[src/rtl/fwd_pkg.sv]
// -----------------------------------------------------------------------------
// fwd_pkg
// Shared constants for the forwarding scoreboard and its per-source resolver.
//   FWD_REGFILE       fwd_sel encoding meaning "read the register file"
//   DEF_ADDR_W        default register address width
//   DEF_NUM_SRC       default number of source ports (rs, rt, jump rs)
//   DEF_DEPTH         default number of tracked slots (EX, MEM, WB)
//   DEF_LOAD_READY    default lowest slot index where load data is forwardable
//   DEF_CNT_W         default stall counter width
// -----------------------------------------------------------------------------
package fwd_pkg;

    localparam int FWD_REGFILE    = 0;
    localparam int DEF_ADDR_W     = 5;
    localparam int DEF_NUM_SRC    = 3;
    localparam int DEF_DEPTH      = 3;
    localparam int DEF_LOAD_READY = 1;
    localparam int DEF_CNT_W      = 16;

endpackage

[src/rtl/fwd_src_resolve.sv]
// -----------------------------------------------------------------------------
// fwd_src_resolve
// Combinational resolver for one source operand. Finds the youngest in-flight
// slot writing the requested register and reports where to forward from, and
// whether that producer is a load whose data is not available yet.
// Ports:
//   used        in   source is read by the instruction in ID
//   addr        in   source register address
//   slot_vld    in   per-slot valid (slot 0 = youngest)
//   slot_waddr  in   per-slot destination, slot k at [k*ADDR_W +: ADDR_W]
//   slot_load   in   per-slot "producer is a load"
//   sel         out  0 = register file, k+1 = forward from slot k
//   stall       out  winning producer is a load still below LOAD_READY
// -----------------------------------------------------------------------------
module fwd_src_resolve
    import fwd_pkg::*;
#(
    parameter int ADDR_W     = DEF_ADDR_W,
    parameter int DEPTH      = DEF_DEPTH,
    parameter int LOAD_READY = DEF_LOAD_READY,
    parameter int SEL_W      = $clog2(DEPTH + 1)
) (
    input  logic                      used,
    input  logic [ADDR_W-1:0]         addr,
    input  logic [DEPTH-1:0]          slot_vld,
    input  logic [DEPTH*ADDR_W-1:0]   slot_waddr,
    input  logic [DEPTH-1:0]          slot_load,
    output logic [SEL_W-1:0]          sel,
    output logic                      stall
);

    logic found;

    // Scan from youngest to oldest; the first hit locks the result so an
    // older, ready producer can never mask a younger, unready load.
    always_comb begin
        sel   = SEL_W'(FWD_REGFILE);
        stall = 1'b0;
        found = 1'b0;
        for (int k = 0; k < DEPTH; k++) begin
            if (!found && used && (addr != '0) && slot_vld[k] &&
                (slot_waddr[k*ADDR_W +: ADDR_W] == addr)) begin
                found = 1'b1;
                sel   = SEL_W'(k + 1);
                stall = slot_load[k] && (k < LOAD_READY);
            end
        end
    end

endmodule

[src/rtl/forward_scoreboard.sv]
// -----------------------------------------------------------------------------
// forward_scoreboard
// Hazard/forwarding scoreboard for the MIPS pipeline. In-flight register writes
// age through a DEPTH-slot shift pipeline (slot 0 = EX). Each source operand of
// the instruction in ID is resolved to its youngest producer; a load producer
// that is not yet forwardable raises stall.
// Ports:
//   clk          in   clock, rising edge
//   rst_n        in   asynchronous active-low reset
//   issue_valid  in   instruction leaves ID this cycle
//   issue_wr     in   it writes a register
//   issue_waddr  in   its destination register
//   issue_load   in   it is a load
//   flush        in   squash the instruction leaving ID
//   src_used     in   per-source "is read"
//   src_addr     in   per-source address, field j at [j*ADDR_W +: ADDR_W]
//   fwd_sel      out  per-source forward select, field j at [j*SEL_W +: SEL_W]
//   stall        out  hold PC/IFID, bubble into EX
//   inflight     out  number of valid writing slots
//   stall_cnt    out  saturating count of stall cycles
// -----------------------------------------------------------------------------
module forward_scoreboard
    import fwd_pkg::*;
#(
    parameter int ADDR_W     = DEF_ADDR_W,
    parameter int NUM_SRC    = DEF_NUM_SRC,
    parameter int DEPTH      = DEF_DEPTH,
    parameter int LOAD_READY = DEF_LOAD_READY,
    parameter int SEL_W      = $clog2(DEPTH + 1),
    parameter int CNT_W      = DEF_CNT_W
) (
    input  logic                        clk,
    input  logic                        rst_n,
    input  logic                        issue_valid,
    input  logic                        issue_wr,
    input  logic [ADDR_W-1:0]           issue_waddr,
    input  logic                        issue_load,
    input  logic                        flush,
    input  logic [NUM_SRC-1:0]          src_used,
    input  logic [NUM_SRC*ADDR_W-1:0]   src_addr,
    output logic [NUM_SRC*SEL_W-1:0]    fwd_sel,
    output logic                        stall,
    output logic [SEL_W-1:0]            inflight,
    output logic [CNT_W-1:0]            stall_cnt
);

    logic [DEPTH-1:0]        slot_vld;
    logic [DEPTH*ADDR_W-1:0] slot_waddr;
    logic [DEPTH-1:0]        slot_load;
    logic [NUM_SRC-1:0]      src_stall;
    logic                    take;

    genvar j;
    generate
        for (j = 0; j < NUM_SRC; j++) begin : g_src
            fwd_src_resolve #(
                .ADDR_W     (ADDR_W),
                .DEPTH      (DEPTH),
                .LOAD_READY (LOAD_READY),
                .SEL_W      (SEL_W)
            ) u_resolve (
                .used       (src_used[j]),
                .addr       (src_addr[j*ADDR_W +: ADDR_W]),
                .slot_vld   (slot_vld),
                .slot_waddr (slot_waddr),
                .slot_load  (slot_load),
                .sel        (fwd_sel[j*SEL_W +: SEL_W]),
                .stall      (src_stall[j])
            );
        end
    endgenerate

    assign stall = |src_stall;

    // Only a real register write is tracked; $0 writes are never recorded.
    assign take = issue_valid && !stall && !flush && issue_wr && (issue_waddr != '0);

    always_comb begin
        inflight = '0;
        for (int i = 0; i < DEPTH; i++) begin
            inflight = inflight + SEL_W'(slot_vld[i]);
        end
    end

    // Control state: slot valids and the stall counter. The slots advance
    // every edge regardless of stall, so a stalled load ages toward readiness.
    always_ff @(posedge clk or negedge rst_n) begin
        if (!rst_n) begin
            slot_vld  <= '0;
            stall_cnt <= '0;
        end else begin
            for (int i = DEPTH - 1; i > 0; i--) begin
                slot_vld[i] <= slot_vld[i-1];
            end
            slot_vld[0] <= take;
            if (stall && !flush && (stall_cnt != '1)) begin
                stall_cnt <= stall_cnt + 1'b1;
            end
        end
    end

    // Slot payload is qualified by slot_vld and needs no reset.
    always_ff @(posedge clk) begin
        for (int i = DEPTH - 1; i > 0; i--) begin
            slot_waddr[i*ADDR_W +: ADDR_W] <= slot_waddr[(i-1)*ADDR_W +: ADDR_W];
            slot_load[i]                   <= slot_load[i-1];
        end
        slot_waddr[ADDR_W-1:0] <= issue_waddr;
        slot_load[0]           <= issue_load;
    end

endmodule

[config.mk]
export PLATFORM = sky130hd
export DESIGN_NAME = forward_scoreboard
export DESIGN_NICKNAME = d
export VERILOG_FILES = /design/src/rtl/fwd_pkg.sv /design/src/rtl/fwd_src_resolve.sv /design/src/rtl/forward_scoreboard.sv
export SDC_FILE = /design/constraint.sdc
export NUM_CORES = 1
export LEC_CHECK = 0
export CAP_MARGIN = 20
export CORE_MARGIN = 2
export CORE_UTILIZATION = 35
export CTS_CLUSTER_DIAMETER = 100
export DETAILED_ROUTE_END_ITERATION = 8
export GPL_ROUTABILITY_DRIVEN = 0
export MAX_ROUTING_LAYER = met4
export SLEW_MARGIN = 20
export SYNTH_ARGS = -nofsm -noshare
export SYNTH_HDL_FRONTEND = slang
export SYNTH_HIERARCHICAL = 1
export SYNTH_SLANG_ARGS = --single-unit
[constraint.sdc]
create_clock -name clk -period 2.64 [get_ports clk]
set_clock_uncertainty 0.1 [all_clocks]
set_input_delay 0.528 -clock clk [delete_from_list [all_inputs] [get_ports clk]]
set_output_delay 0.528 -clock clk [all_outputs]
set_load 0.03 [all_outputs]
Word level (Yosys, flattened, before mapping)
Index checks and enable logic that the tools add are counted.

word-level totals
  word-level logic and storage cells = 93
  output and inout port bits = 25
  input port bits = 29
  bits in registers = 35

operators by class
  reduce and logical (&&, ||, !) cells = 52
  add/subtract/negate cells = 3
  mux-type cells = 24
  equality and inequality tests = 10

operators with widths
  kind                                                             number
  5-bit == test                                                    9
  1-bit logical AND                                                39
  5-bit nonzero test                                               4
  1-bit 2-to-1 mux                                                 18
  16-bit by 1-bit adder with 16-bit output, second input constant  1
  16-bit != test, second input constant                            1
  2-bit 2-to-1 mux                                                 6
  1-bit zero test                                                  8
  3-bit OR reduction                                               1
  1-bit by 1-bit adder with 2-bit output                           1
  2-bit by 1-bit adder with 2-bit output                           1

Longest topological paths before layout
Gate-level depths: netlist of the first run.

  depth after elaboration = 23
  gate-level depth with buffers = 8
  depth with buffers taken out = 8

Cells and area by module
The synthesis of the first run kept the hierarchy.

modules (own cells, without submodules)
  module              cells an instance  seq. area each (um2)  times used  area an instance (um2)
  forward_scoreboard  106                835.8                 1           1317.5
  fwd_src_resolve     29                 0.0                   3           240.2

Worst setup path after synthesis of the first run
Ideal clock, no wire load.

  path type = input -> output
  start = input src_addr[6]
  end = output stall
  buffers on the path = 0
  data arrival time = 2.133 ns
  setup slack = -0.121 ns
  stages on the path = 6
  data required time = 2.012 ns
  cell sequence = or4_4 -> o21ai_4 -> nor3_2 -> and2_1 -> nor3_1 -> inv_1

between the ends
  longest elaborated chain between the ends = 18
  elaborated cells on any way between the ends = 23
  those cells by class = eq/ne: 3; mux: 5; reduce/logical: 15

RTL lines
  what                             RTL line                  source
  start: declaration               forward_scoreboard.sv:40  input logic [NUM_SRC*ADDR_W-1:0] src_addr,
  5-bit nonzero test               fwd_src_resolve.sv:41     if (!found && used && (addr != '0) && slot_vld[k] &&
  1-bit logical AND (3 in series)  fwd_src_resolve.sv:41
  1-bit 2-to-1 mux                 fwd_src_resolve.sv:41
  1-bit zero test                  fwd_src_resolve.sv:41
  1-bit logical AND (4 in series)  fwd_src_resolve.sv:41
  1-bit 2-to-1 mux                 fwd_src_resolve.sv:41
  1-bit zero test                  fwd_src_resolve.sv:41
  1-bit logical AND (4 in series)  fwd_src_resolve.sv:41
  1-bit 2-to-1 mux (*)             fwd_src_resolve.sv:41
  net src_stall[1]                 forward_scoreboard.sv:50  logic [NUM_SRC-1:0] src_stall;
  3-bit OR reduction (*)           forward_scoreboard.sv:73  assign stall = |src_stall;
  end: declaration                 forward_scoreboard.sv:42  output logic stall,

Mark *: on every way through the listed nets, which the timed path passes. The rest lies on a longest branch.

Worst setup path in the final report of the first run
  start = input src_addr[8]
  end = output stall

Same word-level chain as after synthesis.

==> metrics, run 1 <==
First-pass DRT Iterations=4; post-DP HPWL=about 4000 microns; Root Driver=clkbuf_8; GRT Residual Overflow=0; worst-path maximum fanout=2; vias=about 1700; Setup violations, final=0; Post-layout nets=between 300 and 400; status=finished clean; Critical Path End Type=output pin; RSZ-0062 raised after global routing=yes; Die W=approximately 80 microns; total track usage=0.168; Worst-Skew Late Latency=roughly 0.29 ns; Area Growth Syn to Fin=53.7%; die height=about 80 microns; Max-slew headroom=0.733; Non-Filler Instances=~360; Inst Count DP=approximately 350; Max Root-Sink Buffers=2; max-slew violation count=0; min cycle time layout=about 2.6 ns; Initial Utilization=0.363; Rows=27; vias in the first global route=~1600; YS warnings=6; Fmax achieved=about 380 MHz; input/output buffers=53; Remaining DRCs=0; Leakage=between 1 and 1.5 nW; Hold Crit Class=reg2reg; Final period util=0.988; Hold Buf Count CTS=0; TritonCTS buffer count=5; DR WL/cell=14.7 microns; Synth Cell Area=around 0.0020 sq mm; first-pass GRT wire length=between 7000 and 8000 microns; htree depth=2; Fin. Hold Viols=0; syn avg cell area=between 10 and 15 sq um; max_cap viols=0; Pwr per Cell Area=between 400 and 500 mW/mm^2; IO Count=54; post-route cell area=~0.003 sq mm; Hold Slack=about 0.35 ns; peak supply drop=between 0.0003 and 0.0004 V; n_diodes=0; CTS tree=built; Iteration-0 DRC Markers=81; Worst-Margin Slew=between 0.3 and 0.4 ns; layout cells sized above 1=0.330; Post-DP Area=~0.0028 sq mm; Via density=~4.9; syn_nets=roughly 220; Crit path required time=2.01 ns; initial antenna violation count=0; die area=roughly 0.0063 sq mm; Core Util, Final=0.558; clock-pin transition on the worst setup and hold timing paths=0.07 ns; Routed Antenna Nets=0; worst path arrival time=a little under 2 ns; largest net degree at the start of global routing=20; cells after synthesis=approximately 190; Setup Crit Path Kind=in2out; Critical Path Start Type=input pin; setup TNS=0 ns; # clock sinks=35; routed wire length=approximately 5300 microns; Final Power=1.26 mW; pre-CTS setup slack=-0.824 ns; core box area=about 0.0055 sq mm; worst setup margin=roughly 0.03 ns
==> layout by cell type (no fill, tap or decap), types with 2 or more instances in the layout <==
cell              n
a211oi_2          3
and2_1            3
and2_4            4
and3_1            5
buf_2             6
buf_4            35
buf_6             7
clkbuf_8          5
clkdlybuf4s15_1   4
clkdlybuf4s50_1  29
dfrtp_1          19
dfxtp_1          16
dlygate4sd2_1     4
inv_1             3
mux2i_1           2
nand2_1           5
nand3_1          16
nand4_1          10
nor2_1            3
nor3_1            2
nor3_2            3
nor3_4            2
nor4_1            2
nor4_2            5
nor4_4            2
o21ai_4           3
o31ai_2           2
or3_1             2
or4_4             4
xnor2_1          28
xor2_1           26
==> power breakdown <==
part | internal, mW | switching (mW) | leakage [nW] | total [mW]
logic | 0.109 | 0.0909 | 0.855 | 0.199
registers | 0.549 | 0.0289 | 0.388 | 0.578
clock network | 0.281 | 0.200 | 0.0581 | 0.481
total | 0.939 | 0.320 | 1.30 | 1.26
==> worst max-delay path, cell delays in order <==
cell	delay [ns]
buf_6	0.09
or4_4	0.53
o21ai_4	0.17
nor3_2	0.08
and2_4	0.16
nor3_4	0.21
inv_2	0.06
buf_6	0.14
==> path summary, 6_finish.rpt <==
kind | slack [ns] | depth (start not counted) | from | endpoint
hold / removal | 0.35 | 0 | slot_waddr[8] | slot_waddr[13]
hold reg to reg | 0.35 | 0 | slot_waddr[8] | slot_waddr[13]
setup / recovery | 0.03 | 8 | src_addr[8] | stall
min in group asynchronous | 0.48 | 2 | rst_n | slot_vld[0]
setup reg to reg | 0.27 | 11 | slot_waddr[3] | stall_cnt[11]
max in group asynchronous | 1.75 | 2 | rst_n | stall_cnt[6]
==> registers in the layout, summed over array words and instances, names as in the netlist <==
signal      cells
slot_load       1
slot_vld        3
slot_waddr     15
stall_cnt      16
==> what timing repair did <==
| action | 4_1_cts | 5_1_grt |
|---|---|---|
| buffers inserted | 2 | 2 |
| endpoints found under the setup margin | 18 | 16 |
| pin swaps | 24 | 18 |
| resized for setup | 62 | 18 |
==> per-layer routing <==
metal	part of all wire	routed length, microns	GRT usage	vias to the layer above
li1	-	-	-	875
met5	0	0	-	-
met3	0.045	234	0.0271	5
met2	0.44	2300	0.229	48
met1	0.51	2660	0.253	817
met4	0.010	54	0.0466	0
==> area by class of cell <==
class | count | area [sq um]
fill | 503 | 2440
multi-input combinational | 151 | 1300
sequential | 35 | 796
timing repair buffer | 87 | 753
tap | 72 | 90.1
clock buffer | 5 | 68.8
clock inverter | 3 | 43.8
inverter | 4 | 15.0
Note: power is estimated with default switching activity, not from simulation.
==> run 2: changes to the inputs <==
ABC_AREA = 1   (was default)
CORE_UTILIZATION = 52   (was 35)
PLACE_DENSITY = 0.81   (was default)
==> metrics, run 2 <==
initial antenna violation count=0; vias in the first global route=~2400; Fin. Hold Viols=0; YS warnings=6; Net Sw Frac=0.327; input/output buffers=53; core box area=roughly 0.0048 sq mm; Critical Path End Type=output pin; postcts setup bufs=0; Root Driver=clkbuf_8; status=finished clean; Final period util=0.952; Fmax achieved=398 MHz; worst setup margin=about 0.13 ns; # clock sinks=35; worst-path maximum fanout=5; Setup violations, final=0; most common cell after layout, fill and taps aside=nand2_1; Worst-Margin Slew=about 0.35 ns; Max Root-Sink Buffers=2; Synth Cell Area=approximately 0.0026 sq mm; combinational share of power=0.218; Initial Utilization=0.548; Setup Crit Path Kind=in2out; CP most frequent cell=nor2_1; syn_nets=about 480; Leakage=just under 2 nW; Routed Antenna Nets=0; post-DP HPWL=around 5400 microns; DR WL/cell=around 12 microns; worst path arrival time=around 1.9 ns; peak supply drop=around 0.00030 V; Remaining DRCs=0; Iteration-0 DRC Markers=180; Rows=25; Crit-path slowest cell=clkdlybuf4s50_1; Hold Buf Count CTS=0; post-route cell area=0.00342 sq mm; clock-pin transition on the worst setup and hold timing paths=approximately 0.080 ns; Final Power=between 1 and 1.5 mW; First-pass DRT Iterations=5; RSZ-0062 raised after global routing=no; Critical Path Start Type=input pin; Biggest register=stall_cnt; sequential share of power=0.470; CTS tree=built; max reg flops=16; Hold Crit Class=reg2reg; max_cap viols=0; cells after synthesis=452; GRT Residual Overflow=0; largest registers=stall_cnt (16), slot_waddr (15), slot_vld (3); Crit path required time=about 2.0 ns; top layer reached by signal wires=met4; Area Growth Syn to Fin=30.4%; pre-CTS setup slack=-0.0154 ns; DR WL met2=~3100 microns; Hold Slack=approximately 0.32 ns; first-pass GRT wire length=roughly 11000 microns; most frequent cells in the layout=nand2_1 (204), inv_1 (67), nor2_1 (50), clkdlybuf4s50_1 (32), nand3_1 (20); die height=75.0 microns; max-slew violation count=0; Die W=between 70 and 80 microns; die area=0.00563 sq mm; Worst-Skew Late Latency=between 0.2 and 0.3 ns; switching pwr=0.420 mW; Post-DP Area=0.00329 sq mm; syn avg cell area=between 5 and 6 sq um; IO Count=54; n_diodes=0; Non-Filler Instances=approximately 590; largest net degree at the start of global routing=20; Via density=around 4.9; Post-layout nets=~550; slowest cell delay on critical path=a little over 0.5 ns; Max-slew headroom=0.767; met1 wire length=around 3300 microns; layout cells sized above 1=0.134; htree depth=2; vias=between 2000 and 3000; WP buf/inv=3; crit-path cells=clkdlybuf4s50_1 > inv_2 > or2_0 > nand3_2 > nor2_1 > nand2_2 > nor2_2 > nor2_1 > nand2_1 > buf_6; Inst Count DP=581; total track usage=0.271; routed wire length=around 7000 microns; Pint=0.866 mW; TritonCTS buffer count=5; min cycle time layout=approximately 2.5 ns; Worst path top cell family by delay=buffers and inverters; Clk pwr share=0.312; Filler cells=between 400 and 500; met3 wire len=around 520 microns; Pwr per Cell Area=between 300 and 400 mW/mm^2
[run 2: cell types whose count changed in the layout (fill, tap and decap cells not counted), moves of 6 or more]
cell            change
inv_2              +15
xnor2_1            -23
inv_1              +64
dlymetal6s2s_1     +14
xor2_1             -26
buf_6               -6
buf_4              -19
nand2_1           +199
buf_2               -6
nor2_2             +12
nor2_1             +47
[run 2: worst register-to-register path: stages (launching register included)]
cell and delay [ns]:
dfxtp_1 0.53, inv_1 0.07, nand2_1 0.08, nand2_1 0.06, nor2_1 0.09, nand2_1 0.07
nor2_1 0.10, nand2_1 0.10, nor2_2 0.09, inv_1 0.04, nand2_1 0.09, buf_4 0.15
nand2_8 0.05, nor2_2 0.16, buf_12 0.16, nand2_1 0.08, o21ai_2 0.05
[run 2: routing by layer]
layer	vias to the layer above	GRT usage
met3	11	0.0402
met5	-	-
met1	1264	0.378
met2	100	0.411
li1	1484	-
met4	0	0.0754
[run 2: repair_timing]
action	4_1_cts	5_1_grt
hold endpoints to repair	0	0
resized for setup	0	17
setup endpoints to repair	0	5
[run 2: worst paths after layout]
| kind | startpoint | to | slack [ns] | cells after the start |
|---|---|---|---|---|
| setup / recovery | src_addr[9] | stall | 0.13 | 10 |
| hold / removal | slot_waddr[5] | slot_waddr[10] | 0.32 | 0 |
| setup reg to reg | slot_waddr[0] | stall_cnt[9] | 0.50 | 16 |
| hold reg to reg | slot_waddr[5] | slot_waddr[10] | 0.32 | 0 |
| max in group asynchronous | rst_n | stall_cnt[10] | 1.74 | 2 |
| min in group asynchronous | rst_n | stall_cnt[14] | 0.47 | 2 |
[run 2: metrics by stage]
step,setup TNS [ns],util
CTS,0,0.706
floorplan,0,-
global placement,0,0.688
detailed placement,-0.0284,0.688
global route,0,0.715
finish,0,0.715
[run 2: power groups by stage]
stage               clock, mW  sequential (mW)  combinational [mW]
floorplan                   0            0.621               0.140
global placement            0            0.615               0.277
detailed placement          0            0.615               0.281
CTS                     0.403            0.604               0.283
global route            0.425            0.609               0.314
finish                  0.401            0.605               0.280
[run 2: final cells by class]
type	instances	area [sq um]	share of cell area
Timing Repair Buffer	64	647	0.189
Inverter	83	312	0.0911
Multi-Input combinational cell	332	1500	0.437
Clock inverter	3	18.8	0.00549
Tap cell	67	83.8	0.0245
Sequential cell	35	796	0.233
Clock buffer	5	68.8	0.0201
==> run 3: changes to the inputs <==
REMOVE_ABC_BUFFERS = 1   (was default)
==> metrics, run 3 (same netlist as run 2, synthesis figures left out) <==
initial antenna violation count=0; layout cells sized above 1=0.143; core box area=around 0.0048 sq mm; IO Count=54; vias=2822; post-DP HPWL=approximately 5200 microns; input/output buffers=53; WP buf/inv=1; n_diodes=0; Core Util, Final=0.723; routed wire length=6900 microns; most frequent cells in the layout=nand2_1 (204), inv_1 (67), nor2_1 (48), clkdlybuf4s50_1 (34), nand3_1 (20); Setup violations, final=0; CTS tree=built; die height=about 75 microns; Worst-Skew Late Latency=about 0.30 ns; max reg flops=16; slowest cell delay on critical path=between 0.6 and 0.7 ns; Setup Crit Path Kind=reg2out; Max-slew headroom=0.780; peak supply drop=roughly 0.00032 V; RSZ-0062 raised after global routing=no; Via density=~4.8; WHS Path Cells=0; Crit path required time=around 2.0 ns; worst-path maximum fanout=5; Inst Count DP=a little under 600; first-pass GRT wire length=approximately 11000 microns; Non-Filler Instances=roughly 590; worst reg2reg path depth=16; worst path arrival time=1.94 ns; Routed Antenna Nets=0; TritonCTS buffer count=5; Iteration-0 DRC Markers=roughly 190; flop2flop setup slack=around 0.54 ns; vias in the first global route=2631; postcts setup bufs=0; Fin. Hold Viols=0; Max Root-Sink Buffers=2; largest net degree at the start of global routing=20; max_cap viols=0; Final period util=0.975; setup TNS=0 ns; die area=0.00563 sq mm; Initial Utilization=0.548; total track usage=0.279; Fmax achieved=around 390 MHz; Critical Path Start Type=register; Hold Crit Class=reg2reg; Worst path top cell family by delay=buffers and inverters; most common cell after layout, fill and taps aside=nand2_1; status=finished clean; Area Growth Syn to Fin=32.0%; Remaining DRCs=0; crit-path cells=fa_1 > clkdlybuf4s50_1; Root Driver=clkbuf_8; Leakage=approximately 1.9 nW; Filler cells=roughly 450; First-pass DRT Iterations=4; Rows=25; Die W=about 75 microns; largest registers=stall_cnt (16), slot_waddr (15), slot_vld (3); Hold Buf Count CTS=0; clock-pin transition on the worst setup and hold timing paths=roughly 0.08 ns; Worst-Margin Slew=around 0.33 ns; Post-DP Area=about 0.0033 sq mm; Post-layout nets=555; Crit-path slowest cell=clkdlybuf4s50_1; # clock sinks=35; max-slew violation count=0; Pwr per Cell Area=about 400 mW/mm^2; DR WL/cell=about 12 microns; Levels on crit path=2; post-route cell area=around 0.0035 sq mm; GRT Residual Overflow=0; Critical Path End Type=output pin; min cycle time layout=around 2.6 ns; htree depth=2; Biggest register=stall_cnt
-- run 3: cell count changes in the layout (fill, tap and decap cells not counted), sizes merged, moves of 2 or more --
cell and delta:
buf +3, clkdlybuf4s50 +2, dlygate4sd2 +2, dlymetal6s2s -4
-- run 3: layout make-up --
cell class              count  area [sq um]  share of cell area
flip-flops and latches     35           796               0.230
clock inverters             3          43.8              0.0127
repair buffers             67           657               0.190
well taps                  67          83.8              0.0242
clock buffers               5          68.8              0.0199
multi-input cells         332          1500               0.433
inverters                  83           312              0.0900
-- run 3: power by group --
group          internal [mW]  switching, mW  leakage (nW)
Sequential             0.558         0.0463         0.380
Combinational          0.125          0.159          1.51
Clock                  0.281          0.208        0.0581
Total                  0.964          0.414          1.94
-- run 3: path summary, 6_finish.rpt --
kind,from,to
min in group asynchronous,rst_n,stall_cnt[6]
worst max register to register,slot_waddr[0],stall_cnt[2]
worst max-delay path,slot_vld[1],inflight[0]
worst min-delay path,slot_waddr[5],slot_waddr[10]
max in group asynchronous,rst_n,slot_vld[0]
worst min register to register,slot_waddr[5],slot_waddr[10]
-- run 3: per-layer routing --
| layer | track usage | vias up | part of all wire |
|---|---|---|---|
| met5 | - | - | 0 |
| met4 | 0.123 | 0 | 0.028 |
| met3 | 0.0522 | 15 | 0.055 |
| met2 | 0.486 | 84 | 0.51 |
| met1 | 0.309 | 1238 | 0.41 |
| li1 | - | 1485 | - |
-- run 3: what timing repair did --
| action | CTS | global route |
|---|---|---|
| pin swaps | 0 | 1 |
| resized for setup | 2 | 15 |
| setup endpoints to repair | 1 | 5 |
-- run 3: through the flow --
step / hold slack (ns) / power (mW) / setup slack [ns]
floorplan: 0.132 / 0.762 / 0.413
global placement: 0.314 / 0.894 / 0.00775
detailed placement: 0.306 / 0.898 / -0.0506
CTS: 0.317 / 1.39 / 0.0196
global route: 0.329 / 1.45 / 0.00508
finish: 0.315 / 1.38 / 0.0672
-- run 3: worst reg2reg max path: stages, from the launching register on --
cell	delay, ns
dfxtp_1	0.52
inv_1	0.08
nand2_1	0.06
nand2_1	0.05
nor2_1	0.09
nand2_1	0.08
nor2_2	0.09
nand2_2	0.09
nor2_2	0.09
nor2_1	0.05
nand2_1	0.09
buf_4	0.15
nand2_8	0.06
inv_1	0.06
nand2_2	0.16
nand2_1	0.11
o21ai_1	0.06
